## config.mk

```make
export PLATFORM = sky130hd
export DESIGN_NAME = imem_fetch_ctrl
export DESIGN_NICKNAME = d
export VERILOG_FILES = /design/src/rtl/imem_pkg.sv /design/src/rtl/fetch_buf.sv /design/src/rtl/imem_fetch_ctrl.sv
export SDC_FILE = /design/constraint.sdc
export NUM_CORES = 1
export LEC_CHECK = 0
export CAP_MARGIN = 10
export CORE_ASPECT_RATIO = 1.2
export CORE_MARGIN = 2
export CORE_UTILIZATION = 45
export CTS_CLUSTER_SIZE = 24
export DETAILED_ROUTE_END_ITERATION = 16
export MAX_ROUTING_LAYER = met4
export PLACE_DENSITY = 0.82
export SLEW_MARGIN = 0
export SYNTH_ARGS = -nofsm -noshare
export SYNTH_HDL_FRONTEND = slang
export SYNTH_SLANG_ARGS = --single-unit
```

## constraint.sdc

```tcl
create_clock -name clk -period 12.7 [get_ports clk]
set_input_delay 2.54 -clock clk [delete_from_list [all_inputs] [get_ports clk]]
set_output_delay 2.54 -clock clk [all_outputs]
set_load 0.03 [all_outputs]
```

## src/rtl/imem_pkg.sv

```systemverilog
// Shared types and constants for the instruction-fetch sequencer.
package imem_pkg;

    localparam int INST_W       = 32;
    localparam int PC_W_DEFAULT = 32;

    localparam logic [INST_W-1:0] NOP_INST = '0;

    typedef struct packed {
        logic [PC_W_DEFAULT-1:0] pc;
        logic [INST_W-1:0]       inst;
    } fetch_entry_t;

endpackage

```

## src/rtl/fetch_buf.sv

```systemverilog
// Small flushable FIFO of fetched {pc, inst} entries; an empty head reads as all-zero (NOP at PC 0).
module fetch_buf
    import imem_pkg::*;
#(
    parameter int DEPTH = 2
) (
    input  logic                         clk,
    input  logic                         rst_n,
    input  logic                         flush,
    input  logic                         push,
    input  fetch_entry_t                 push_entry,
    input  logic                         pop,
    output fetch_entry_t                 head_entry,
    output logic [$clog2(DEPTH+1)-1:0]   count,
    output logic                         full,
    output logic                         empty
);

    localparam int PTR_W = $clog2(DEPTH);
    localparam int CNT_W = $clog2(DEPTH + 1);

    fetch_entry_t     mem_reg [DEPTH];
    logic [PTR_W-1:0] wr_ptr_reg, wr_ptr_next;
    logic [PTR_W-1:0] rd_ptr_reg, rd_ptr_next;
    logic [CNT_W-1:0] count_reg, count_next;
    logic             push_ok;
    logic             pop_ok;

    assign full  = (count_reg == CNT_W'(DEPTH));
    assign empty = (count_reg == '0);
    assign count = count_reg;

    // A pop frees a slot in the same edge, so a full buffer can still accept a push.
    assign push_ok = push & (~full | pop) & ~flush;
    assign pop_ok  = pop & ~empty & ~flush;

    always_comb begin
        wr_ptr_next = wr_ptr_reg;
        rd_ptr_next = rd_ptr_reg;
        count_next  = count_reg;
        if (flush) begin
            wr_ptr_next = '0;
            rd_ptr_next = '0;
            count_next  = '0;
        end else begin
            if (push_ok) wr_ptr_next = wr_ptr_reg + PTR_W'(1);
            if (pop_ok)  rd_ptr_next = rd_ptr_reg + PTR_W'(1);
            case ({push_ok, pop_ok})
                2'b10:   count_next = count_reg + CNT_W'(1);
                2'b01:   count_next = count_reg - CNT_W'(1);
                default: count_next = count_reg;
            endcase
        end
    end

    always_ff @(posedge clk or negedge rst_n) begin
        if (!rst_n) begin
            wr_ptr_reg <= '0;
            rd_ptr_reg <= '0;
            count_reg  <= '0;
        end else begin
            wr_ptr_reg <= wr_ptr_next;
            rd_ptr_reg <= rd_ptr_next;
            count_reg  <= count_next;
        end
    end

    // Storage needs no reset: the count alone decides what is visible.
    always_ff @(posedge clk) begin
        if (push_ok) mem_reg[wr_ptr_reg] <= push_entry;
    end

    assign head_entry = empty ? '0 : mem_reg[rd_ptr_reg];

endmodule

```

## src/rtl/imem_fetch_ctrl.sv

```systemverilog
// Instruction-fetch sequencer: PC register, redirect/halt control and a fetch buffer toward IF/ID.
// Optional fetch-fault bounds checking is enabled by defining IMEM_FETCH_BOUNDS_CHECK_EN.
module imem_fetch_ctrl
    import imem_pkg::*;
#(
    parameter int              PC_W      = 32,
    parameter int              MEM_BYTES = 400,
    parameter logic [PC_W-1:0] RESET_PC  = '0,
    parameter int              BUF_DEPTH = 2
) (
    input  logic              clk,
    input  logic              rst_n,
    output logic [PC_W-1:0]   imem_addr,
    input  logic [INST_W-1:0] imem_data,
    input  logic              redirect_valid,
    input  logic [PC_W-1:0]   redirect_pc,
    input  logic              halt,
    output logic              inst_valid,
    input  logic              inst_ready,
    output logic [INST_W-1:0] inst_out,
    output logic [PC_W-1:0]   inst_pc,
    output logic [PC_W-1:0]   inst_pc4,
    output logic              fetch_fault,
    output logic [PC_W-1:0]   fault_pc
);

    // Reject configurations the buffer and bounds logic cannot support.
    if (MEM_BYTES < 4 || BUF_DEPTH < 2 || (BUF_DEPTH & (BUF_DEPTH - 1)) != 0
        || PC_W > PC_W_DEFAULT) begin : g_cfg_err
        $error("imem_fetch_ctrl: unsupported MEM_BYTES/BUF_DEPTH/PC_W");
    end

    logic [PC_W-1:0]                pc_reg, pc_next;
    logic                           pop;
    logic                           fetch_en;
    fetch_entry_t                   push_entry;
    fetch_entry_t                   head_entry;
    logic [$clog2(BUF_DEPTH+1)-1:0] buf_count;
    logic                           buf_full;
    logic                           buf_empty;

    assign pop = inst_valid & inst_ready;

`ifdef IMEM_FETCH_BOUNDS_CHECK_EN
    localparam logic [PC_W-1:0] LAST_WORD_ADDR = PC_W'(MEM_BYTES - 4);

    logic            fault_reg;
    logic [PC_W-1:0] fault_pc_reg;
    logic            fetch_try;
    logic            addr_bad;
    logic            fault_set;

    assign addr_bad  = (pc_reg[1:0] != 2'b00) || (pc_reg > LAST_WORD_ADDR);
    assign fetch_try = ~halt & ~fault_reg & ~redirect_valid & (~buf_full | pop);
    assign fetch_en  = fetch_try & ~addr_bad;
    assign fault_set = fetch_try & addr_bad;

    // fault_pc keeps the last offending PC after a redirect clears the flag.
    always_ff @(posedge clk or negedge rst_n) begin
        if (!rst_n) begin
            fault_reg    <= 1'b0;
            fault_pc_reg <= '0;
        end else if (redirect_valid) begin
            fault_reg    <= 1'b0;
        end else if (fault_set) begin
            fault_reg    <= 1'b1;
            fault_pc_reg <= pc_reg;
        end
    end

    assign fetch_fault = fault_reg;
    assign fault_pc    = fault_pc_reg;
`else
    assign fetch_en    = ~halt & ~redirect_valid & (~buf_full | pop);
    assign fetch_fault = 1'b0;
    assign fault_pc    = '0;
`endif

    always_comb begin
        pc_next = pc_reg;
        if (redirect_valid) begin
            pc_next = redirect_pc;
        end else if (fetch_en) begin
            pc_next = pc_reg + PC_W'(4);
        end
    end

    always_ff @(posedge clk or negedge rst_n) begin
        if (!rst_n) begin
            pc_reg <= RESET_PC;
        end else begin
            pc_reg <= pc_next;
        end
    end

    assign imem_addr       = pc_reg;
    assign push_entry.pc   = PC_W_DEFAULT'(pc_reg);
    assign push_entry.inst = imem_data;

    fetch_buf #(
        .DEPTH (BUF_DEPTH)
    ) u_fetch_buf (
        .clk        (clk),
        .rst_n      (rst_n),
        .flush      (redirect_valid),
        .push       (fetch_en),
        .push_entry (push_entry),
        .pop        (pop),
        .head_entry (head_entry),
        .count      (buf_count),
        .full       (buf_full),
        .empty      (buf_empty)
    );

    assign inst_valid = ~buf_empty;
    assign inst_out   = buf_empty ? NOP_INST : head_entry.inst;
    assign inst_pc    = PC_W'(head_entry.pc);
    assign inst_pc4   = buf_empty ? '0 : PC_W'(head_entry.pc) + PC_W'(4);

endmodule
```

# Word-level counts from Yosys, hierarchy flattened
# Memories as Yosys holds them, arrays and structs flattened.
# Index checks and enable logic that the tools add are counted.
dict set report totals {
  word_cells 44
  mem_bits_rw 128
  inputBits 69
  memories 1
  output_inout_bits 162
  regBits 36
}
# name words width read_ports rd_clocked_by_memory_dff wr line_no
set mem_list {}
lappend mem_list {u_fetch_buf.mem_reg 2 64 1 0 1 fetch_buf.sv:22} ;# fetch_entry_t mem_reg [DEPTH];
dict set report classes {
  eq_ne 3
  add_sub_neg 6
  bitwise 12
  reduce_logical 5
  n_mux 13
}
# op count
set ops {}
lappend ops {{two-way mux 32 bit} 4}
lappend ops {{adder 32 x 3 -> 32 bit, second input constant} 2}
lappend ops {{two-way mux 64 bit} 1}
lappend ops {{bitwise AND 1 bit} 7}
lappend ops {{two-way mux 1 bit} 6}
lappend ops {{nonzero test 2 bit} 3}
lappend ops {{== test 2 bit, second input constant} 2}
lappend ops {{NOT 1 bit} 4}
lappend ops {{one-hot mux 2 bit (2 select lines)} 1}
lappend ops {{nonzero test 3 bit} 1}
lappend ops {{adder 1 bit, second input constant} 2}
lappend ops {{adder 2 x 1 -> 2 bit, second input constant} 1}
lappend ops {{== test 2 x 1 -> 1 bit, second input constant} 1}
lappend ops {{zero test 2 bit} 1}
lappend ops {{two-way mux 2 bit} 1}
lappend ops {{subtractor 2 x 1 -> 2 bit, second input constant} 1}
lappend ops {{bitwise OR 1 bit} 1}

# Depth between registers and ports, before layout
# Gate-level depths: netlist of run 1.
dict set report logic_depth {
  ltp_word 10
  mapped_depth 11
}

# Hierarchy
# From an unflattened synthesis of run 1, not the netlist that was laid out.
dict set report unflattened {
  hier_cells 734
  hier_area_um2 8386.8
}
# module area_each_um2 instances seq_area_each_um2 cells_each
set modules_own_cells {}
lappend modules_own_cells {fetch_buf 5048.6 1 3943.8 295}
lappend modules_own_cells {imem_fetch_ctrl 3338.2 1 800.8 439}

# Worst setup path after synthesis of run 1
# No wires, ideal clock.
dict set report synth_path {
  path_type {input port to flip-flop}
  from {in halt}
  to {mem u_fetch_buf.mem_reg[0][0] (netlist name), enable pin}
  t_required_ns 12.056
  stages 2
  setup_slack_ns 3.116
  t_arrival_ns 8.940
  path_buffers 1
  setup_time_ns 0.644
  path_cell_list {clkbuf_1 nor4_1}
}
dict set report synth_between {
  elab_chain_cells 7
}
# item line_no
set synth_lines {}
lappend synth_lines {{start: declaration} imem_fetch_ctrl.sv:17} ;# input logic halt,
lappend synth_lines {{NOT 1 bit} imem_fetch_ctrl.sv:74} ;# assign fetch_en = ~halt & ~redirect_valid & (~buf_full | pop);
lappend synth_lines {{bitwise AND 1 bit (2 in a row)} imem_fetch_ctrl.sv:74}
lappend synth_lines {{bitwise AND 1 bit (2 in a row)} fetch_buf.sv:34} ;# assign push_ok = push & (~full | pop) & ~flush;
lappend synth_lines {{two-way mux 1 bit} fetch_buf.sv:70} ;# if (push_ok) mem_reg[wr_ptr_reg] <= push_entry;
lappend synth_lines {{two-way mux 1 bit (implied by the code)} fetch_buf.sv:70}
lappend synth_lines {{end: declaration} fetch_buf.sv:22}
# No other way between the ends.

# Final worst setup path of run 1
dict set report layout_path {
  from {reg u_fetch_buf.rd_ptr_reg}
  to {out inst_pc4[27]}
}
dict set report layout_between {
  elab_chain_cells 4
}
# item line_no
set layout_lines {}
lappend layout_lines {{start: declaration} fetch_buf.sv:24} ;# logic [PTR_W-1:0] rd_ptr_reg, rd_ptr_next;
lappend layout_lines {{start signal: assignment} fetch_buf.sv:63} ;# rd_ptr_reg <= rd_ptr_next;
lappend layout_lines {{memory read (2 x 64 bit)} -}
lappend layout_lines {{two-way mux 64 bit} fetch_buf.sv:73} ;# assign head_entry = empty ? '0 : mem_reg[rd_ptr_reg];
lappend layout_lines {{adder 32 x 3 -> 32 bit} imem_fetch_ctrl.sv:118} ;# assign inst_pc4 = buf_empty ? '0 : PC_W'(head_entry.pc) + PC_W'(4);
lappend layout_lines {{two-way mux 32 bit} imem_fetch_ctrl.sv:118}
lappend layout_lines {{end: declaration} imem_fetch_ctrl.sv:22} ;# output logic [PC_W-1:0] inst_pc4,
# No other way between the ends.

==> results of run 1 <==
## how the worst min path moves through the flow
| stage | slack [ps] | endpoint | cells past startpoint |
|---|---|---|---|
| after floorplan | 530 | u_fetch_buf.wr_ptr_reg$_DFFE_PN0P_ | 2 |
| after global placement | 480 | u_fetch_buf.mem_reg[1][33]$_DFFE_PP_ | 0 |
| after detailed placement | 500 | u_fetch_buf.mem_reg[0][33]$_DFFE_PP_ | 0 |
| after CTS | 520 | u_fetch_buf.mem_reg[1][33]$_DFFE_PP_ | 0 |
| after global routing | 540 | u_fetch_buf.mem_reg[1][33]$_DFFE_PP_ | 0 |
| final | 510 | u_fetch_buf.mem_reg[1][32]$_DFFE_PP_ | 0 |
## cell type report
cell class | count | share of cell area
clock buffer | 22 | 0.04229
timing repair buffer | 203 | 0.1911
sequential | 164 | 0.4521
multi-input combinational | 443 | 0.2729
tap | 220 | 0.02621
clock inverter | 10 | 0.01287
inverter | 7 | 0.002502
## through the flow
step	utilization	cells	worst slack, ps	power, mW	hold WS (ps)
finish	0.6045	1069	6196	1.408	510.9
global route	0.6045	1069	5863	1.462	538.0
CTS	0.6045	1069	6109	1.421	515.6
detailed placement	0.5712	1037	6559	0.9198	503.1
global placement	0.5712	1037	6645	0.9156	476.1
floorplan	-	677	3116	0.8158	525.4
## Yosys cell counts (all sizes together) (9+ instances only)
| library cell | number |
|---|---|
| nand4 | 13 |
| o21ai | 33 |
| nor4 | 16 |
| xnor2 | 13 |
| clkbuf | 10 |
| edfxtp | 128 |
| nand3 | 34 |
| nand2 | 53 |
| nor3 | 9 |
| buf | 53 |
| dfrtp | 36 |
| xor2 | 37 |
| mux2i | 65 |
| nor2 | 77 |
## where the power goes
part	internal [mW]	switching, mW
Combinational	0.105	0.159
Clock	0.309	0.191
Sequential	0.614	0.0297
Total	1.03	0.380
## per-layer routing
layer	vias to the layer above	GRT usage
li1	2655	-
met1	2641	0.2448
met2	171	0.3269
met3	10	0.03587
met4	0	0.07222
met5	-	-
## kinds of logic (layout without fill, tap and decap cells)
logic type / count (synthesis) / in the layout / share of synthesized area
and+or+nand+nor: 235 / 235 / 0.1549
DFF: 164 / 164 / 0.5989
buffers and inverters: 70 / 242 / 0.05606
muxes: 69 / 69 / 0.08781
AOI/OAI and AO/OA: 54 / 54 / 0.04343
xor gates and xnor gates: 50 / 50 / 0.05527
adders and majority gates: 2 / 2 / 0.003158
other: 1 / 33 / 0.0004733
==> flow_summary.toml, run 1 <==
[placement]
dp_hpwl_um = 12600
place_area_um2 = 9923
place_congestion = 0.8764
numPortBuffers = 197

[run_status]
outcome = "completed"

[synthesis]
ys_ff_latch = 164
syn_inst = 645
synth_area_um2 = 7923
yosysSeqAreaShare = 0.5989
synth-edff-count = 128
synth_largest_area_cell = "edfxtp_1"
async_flop_share = 0.2195
yosysTopAreaCellShare = 0.4852
synth-main-ff-cell = "edfxtp_1"
avgSynthCellArea_um2 = 12.28
yosys_warnings = 0
synth.top_cells.by_area = "edfxtp_1 (49%), dfrtp_1 (11%), mux2i_1 (8.2%)"
synth.distinct_cells = 45

[drt]
drt_iter0_drc = 322
dr.pass1.iters = 5
drt-met1-wl_um = 7525
drc = 0
wl_per_cell_um = 16.88
routed_via_density = 5.123
finalWirelength_um = 18050
wl_met3_um = 899
wl_met2_um = 9419
top_layer = "met4"
via_count = 5477
ant_nets = 0

[timing]
setup_viol = 0
fmax_mhz = 153.7
fin_crit_sh = 0.5122
finalHoldViolations = 0
slew_violations = 0
tns_ps = 0
slew_headroom = 0.3981
fin_skew_ps = 10.38
finalWorstPathRequiredPeriod_ps = 6504
tightest_slew_ps = 902.9
rsz0062_at_grt = "no"

[worst_setup_path]
cp-start-kind = "register"
path_cells = "buf_4 > mux2i_1 > nor2_1 > nand2_1 > nor4_1 > xor2_1 > clkdlybuf4s50_1"
cp_data_required_time_ps = 10160
path_class = "reg -> out"
r2r-end = "u_fetch_buf.mem_reg[1][29]$_DFFE_PP_"
r2r_slack_ps = 10320
worstPathArrival_ps = 3960
critPathTopFamily = "buffers and inverters"
critPathBufInv = 2
path_max_fanout = 54
crit_path_max_incr_delay_ps = 750
startpoint = "u_fetch_buf.rd_ptr_reg$_DFFE_PN0P_"
cpMaxStageDelayCell = "buf_4"
critPathCapture = "inst_pc4[27]"
r2r-start = "u_fetch_buf.count[1]$_DFFE_PN0P_"
worstRegToRegCells = 4
setup.worst_path.end_class = "primary output"
cp_num_cells = 7

[grt]
grt_pass1_vias = 5160
track_usage = 0.1974
globalRouteOverflowTotal = 0
grt_max_degree = 81
antenna_found_initial = 0
grt_first_pass_wirelength_um = 27730

[die]
num_rows = 53
die_height_um = 149.4
pin_count = 231
start_util = 0.4560
core_area_um2 = 17370
die_x_um = 125.1
die_area_um2 = 18690

[finish]
fillCellCount = 1431
ff_latch_area_um2 = 4748
multi_input_area_um2 = 2867
design_area_um2 = 10500
largest_reg_flops = 128
nNetsFinal = 907
area_growth_pct = 32.57
final_common_cell = "clkdlybuf4s50_1"
final_cell_mix = "clkdlybuf4s50_1 (195), edfxtp_1 (128), nor2_1 (76), mux2i_1 (65), nand2_1 (53)"
antenna_cells = 0
drive_gt1_frac = 0.07656

[worst_hold_path]
hold_start = "imem_addr[0]$_DFFE_PN0P_"
hold_class = "reg -> reg"

[cts]
ctsHoldBuffers = 0
cts_resized = 0
clkTransAtPathRegs_ps = 60
postCtsSetupBuffers = 0
cts-root-buf = "clkbuf_16"
clk_latency_ps = 410
htreeDepth = 4
cts_tree = "yes"
cts_made_buffers = 17
clock_path_buffers = 2
cts_num_sinks = 164

[pwr]
power.leakage_nw = 3.646
ir_drop_mv = 0.07582
power_density_nw_per_um2 = 134.1

[job]
cap_violations = 0
(Power assumes the default switching activity.)
==> run 2: changes to the inputs <==
==> constraint.sdc (replaced) <==
create_clock -name clk -period 6 [get_ports clk]
set_input_delay 1.2 -clock clk [delete_from_list [all_inputs] [get_ports clk]]
set_output_delay 1.2 -clock clk [all_outputs]
set_load 0.03 [all_outputs]
==> run 2 against run 1 <==
Compared with the run above: flip-flop and latch count unchanged; clock-buffer cell count rose by 4; combinational power rose by 110%; utilization rose by 0.32 points; largest cell class unchanged; highest routed layer unchanged.
==> flow_summary.toml, run 2 (same netlist as run 1, synthesis figures left out) <==
[drt]
drt-met1-wl_um = 7449
finalWirelength_um = 18200
drt_iter0_drc = 332
wl_per_cell_um = 17.01
ant_nets = 0
dr.pass1.iters = 4
top_layer = "met4"
wl_met3_um = 896
wl_met2_um = 9630
routed_via_density = 5.132
drc = 0
via_count = 5491

[finish]
nNetsFinal = 908
design_area_um2 = 10560
area_growth_pct = 33.28
largest_reg_flops = 128
drive_gt1_frac = 0.07765
final_cell_mix = "clkdlybuf4s50_1 (195), edfxtp_1 (128), nor2_1 (76), mux2i_1 (65), nand2_1 (53)"
finalNonFillerCells = 1070
antenna_cells = 0
final_common_cell = "clkdlybuf4s50_1"
utilization = 0.6077

[timing]
fin_crit_sh = 0.8477
slew_violations = 0
worst_slack_ps = 913.6
fmax_mhz = 196.6
whs_ps = 501.3
setup_viol = 0
tns_ps = 0
slew_headroom = 0.4128
rsz0062_at_grt = "no"
fin_skew_ps = 10.90
tightest_slew_ps = 880.8
finalHoldViolations = 0
finalWorstPathRequiredPeriod_ps = 5086

[worst_setup_path]
setup.worst_path.end_class = "primary output"
path_class = "reg -> out"
cpMaxStageDelayCell = "dfrtp_4"
path_cells = "buf_4 > mux2i_1 > nor3_2 > nand3_4 > nor4_2 > mux2_2 > clkdlybuf4s50_1"
path_max_fanout = 53
cp_data_required_time_ps = 4800
cp-start-kind = "register"
worstPathArrival_ps = 3890
crit_path_max_incr_delay_ps = 920

[grt]
grt_first_pass_wirelength_um = 28800
grt_pass1_vias = 5347
track_usage = 0.2047
antenna_found_initial = 0
globalRouteOverflowTotal = 0
grt_max_degree = 65

[pwr]
ir_drop_mv = 0.2013
total_power_mw = 3.026
power.leakage_nw = 3.675
power_density_nw_per_um2 = 286.6

[die]
die_x_um = 125.1
core_area_um2 = 17370
die_area_um2 = 18690
start_util = 0.4560
die_height_um = 149.4
num_rows = 53
pin_count = 231

[worst_hold_path]
hold_class = "reg -> reg"

[cts]
cts_tree = "yes"
cts_num_sinks = 164
htreeDepth = 4
cts-root-buf = "clkbuf_16"
postCtsSetupBuffers = 0
clock_path_buffers = 2
cts_made_buffers = 17
ctsHoldBuffers = 0
clkTransAtPathRegs_ps = 60
cts_resized = 0
clk_latency_ps = 410

[placement]
dp.cells = 1038
numPortBuffers = 197
dpl_worst_slack_ps = 1319
dp_hpwl_um = 13070
place_area_um2 = 9940
place_congestion = 0.8633

[job]
cap_violations = 0

[run_status]
outcome = "completed"
run 2: layer usage:
layer | GRT usage | vias to the layer above
met4 | 0.07111 | 0
met3 | 0.03802 | 15
li1 | - | 2653
met5 | - | -
met2 | 0.3410 | 182
met1 | 0.2529 | 2641
run 2: cell type report:
| class | count | area (µm²) |
|---|---|---|
| clock buffers | 26 | 533.0 |
| clock inverters | 6 | 86.33 |
| fillers | 1384 | 6815 |
| inverters | 7 | 26.28 |
| multi-input cells | 443 | 2875 |
| flip-flops and latches | 164 | 4748 |
| well taps | 220 | 275.3 |
| repair buffers | 204 | 2014 |
run 2: final timing paths:
| kind | slack [ps] | end | startpoint | cells past startpoint |
|---|---|---|---|---|
| min reg2reg | 500 | u_fetch_buf.mem_reg[0][32]$_DFFE_PP_ | imem_addr[0]$_DFFE_PN0P_ | 0 |
| max in group asynchronous | 4470 | u_fetch_buf.rd_ptr_reg$_DFFE_PN0P_ | rst_n | 1 |
| max | 910 | inst_pc4[30] | u_fetch_buf.rd_ptr_reg$_DFFE_PN0P_ | 7 |
| min in group asynchronous | 890 | imem_addr[11]$_DFFE_PN0P_ | rst_n | 1 |
| max reg2reg | 3270 | u_fetch_buf.mem_reg[1][27]$_DFFE_PP_ | u_fetch_buf.count[1]$_DFFE_PN0P_ | 4 |
| min | 500 | u_fetch_buf.mem_reg[0][32]$_DFFE_PP_ | imem_addr[0]$_DFFE_PN0P_ | 0 |
run 2: worst max-delay path: cells and delay by family (launching register included):
kind          cells  cell delay [ps]
flops             1              920
buf+inv           2             1180
mux               2              560
simple gates      3              770
run 2: report_power, final:
part           leakage, nW  switching, mW  total, mW  internal (mW)
clock                0.305          0.402       1.10          0.701
combinational         1.76          0.334      0.557          0.223
sequential            1.61         0.0679       1.37           1.30
total                 3.67          0.804       3.03           2.22
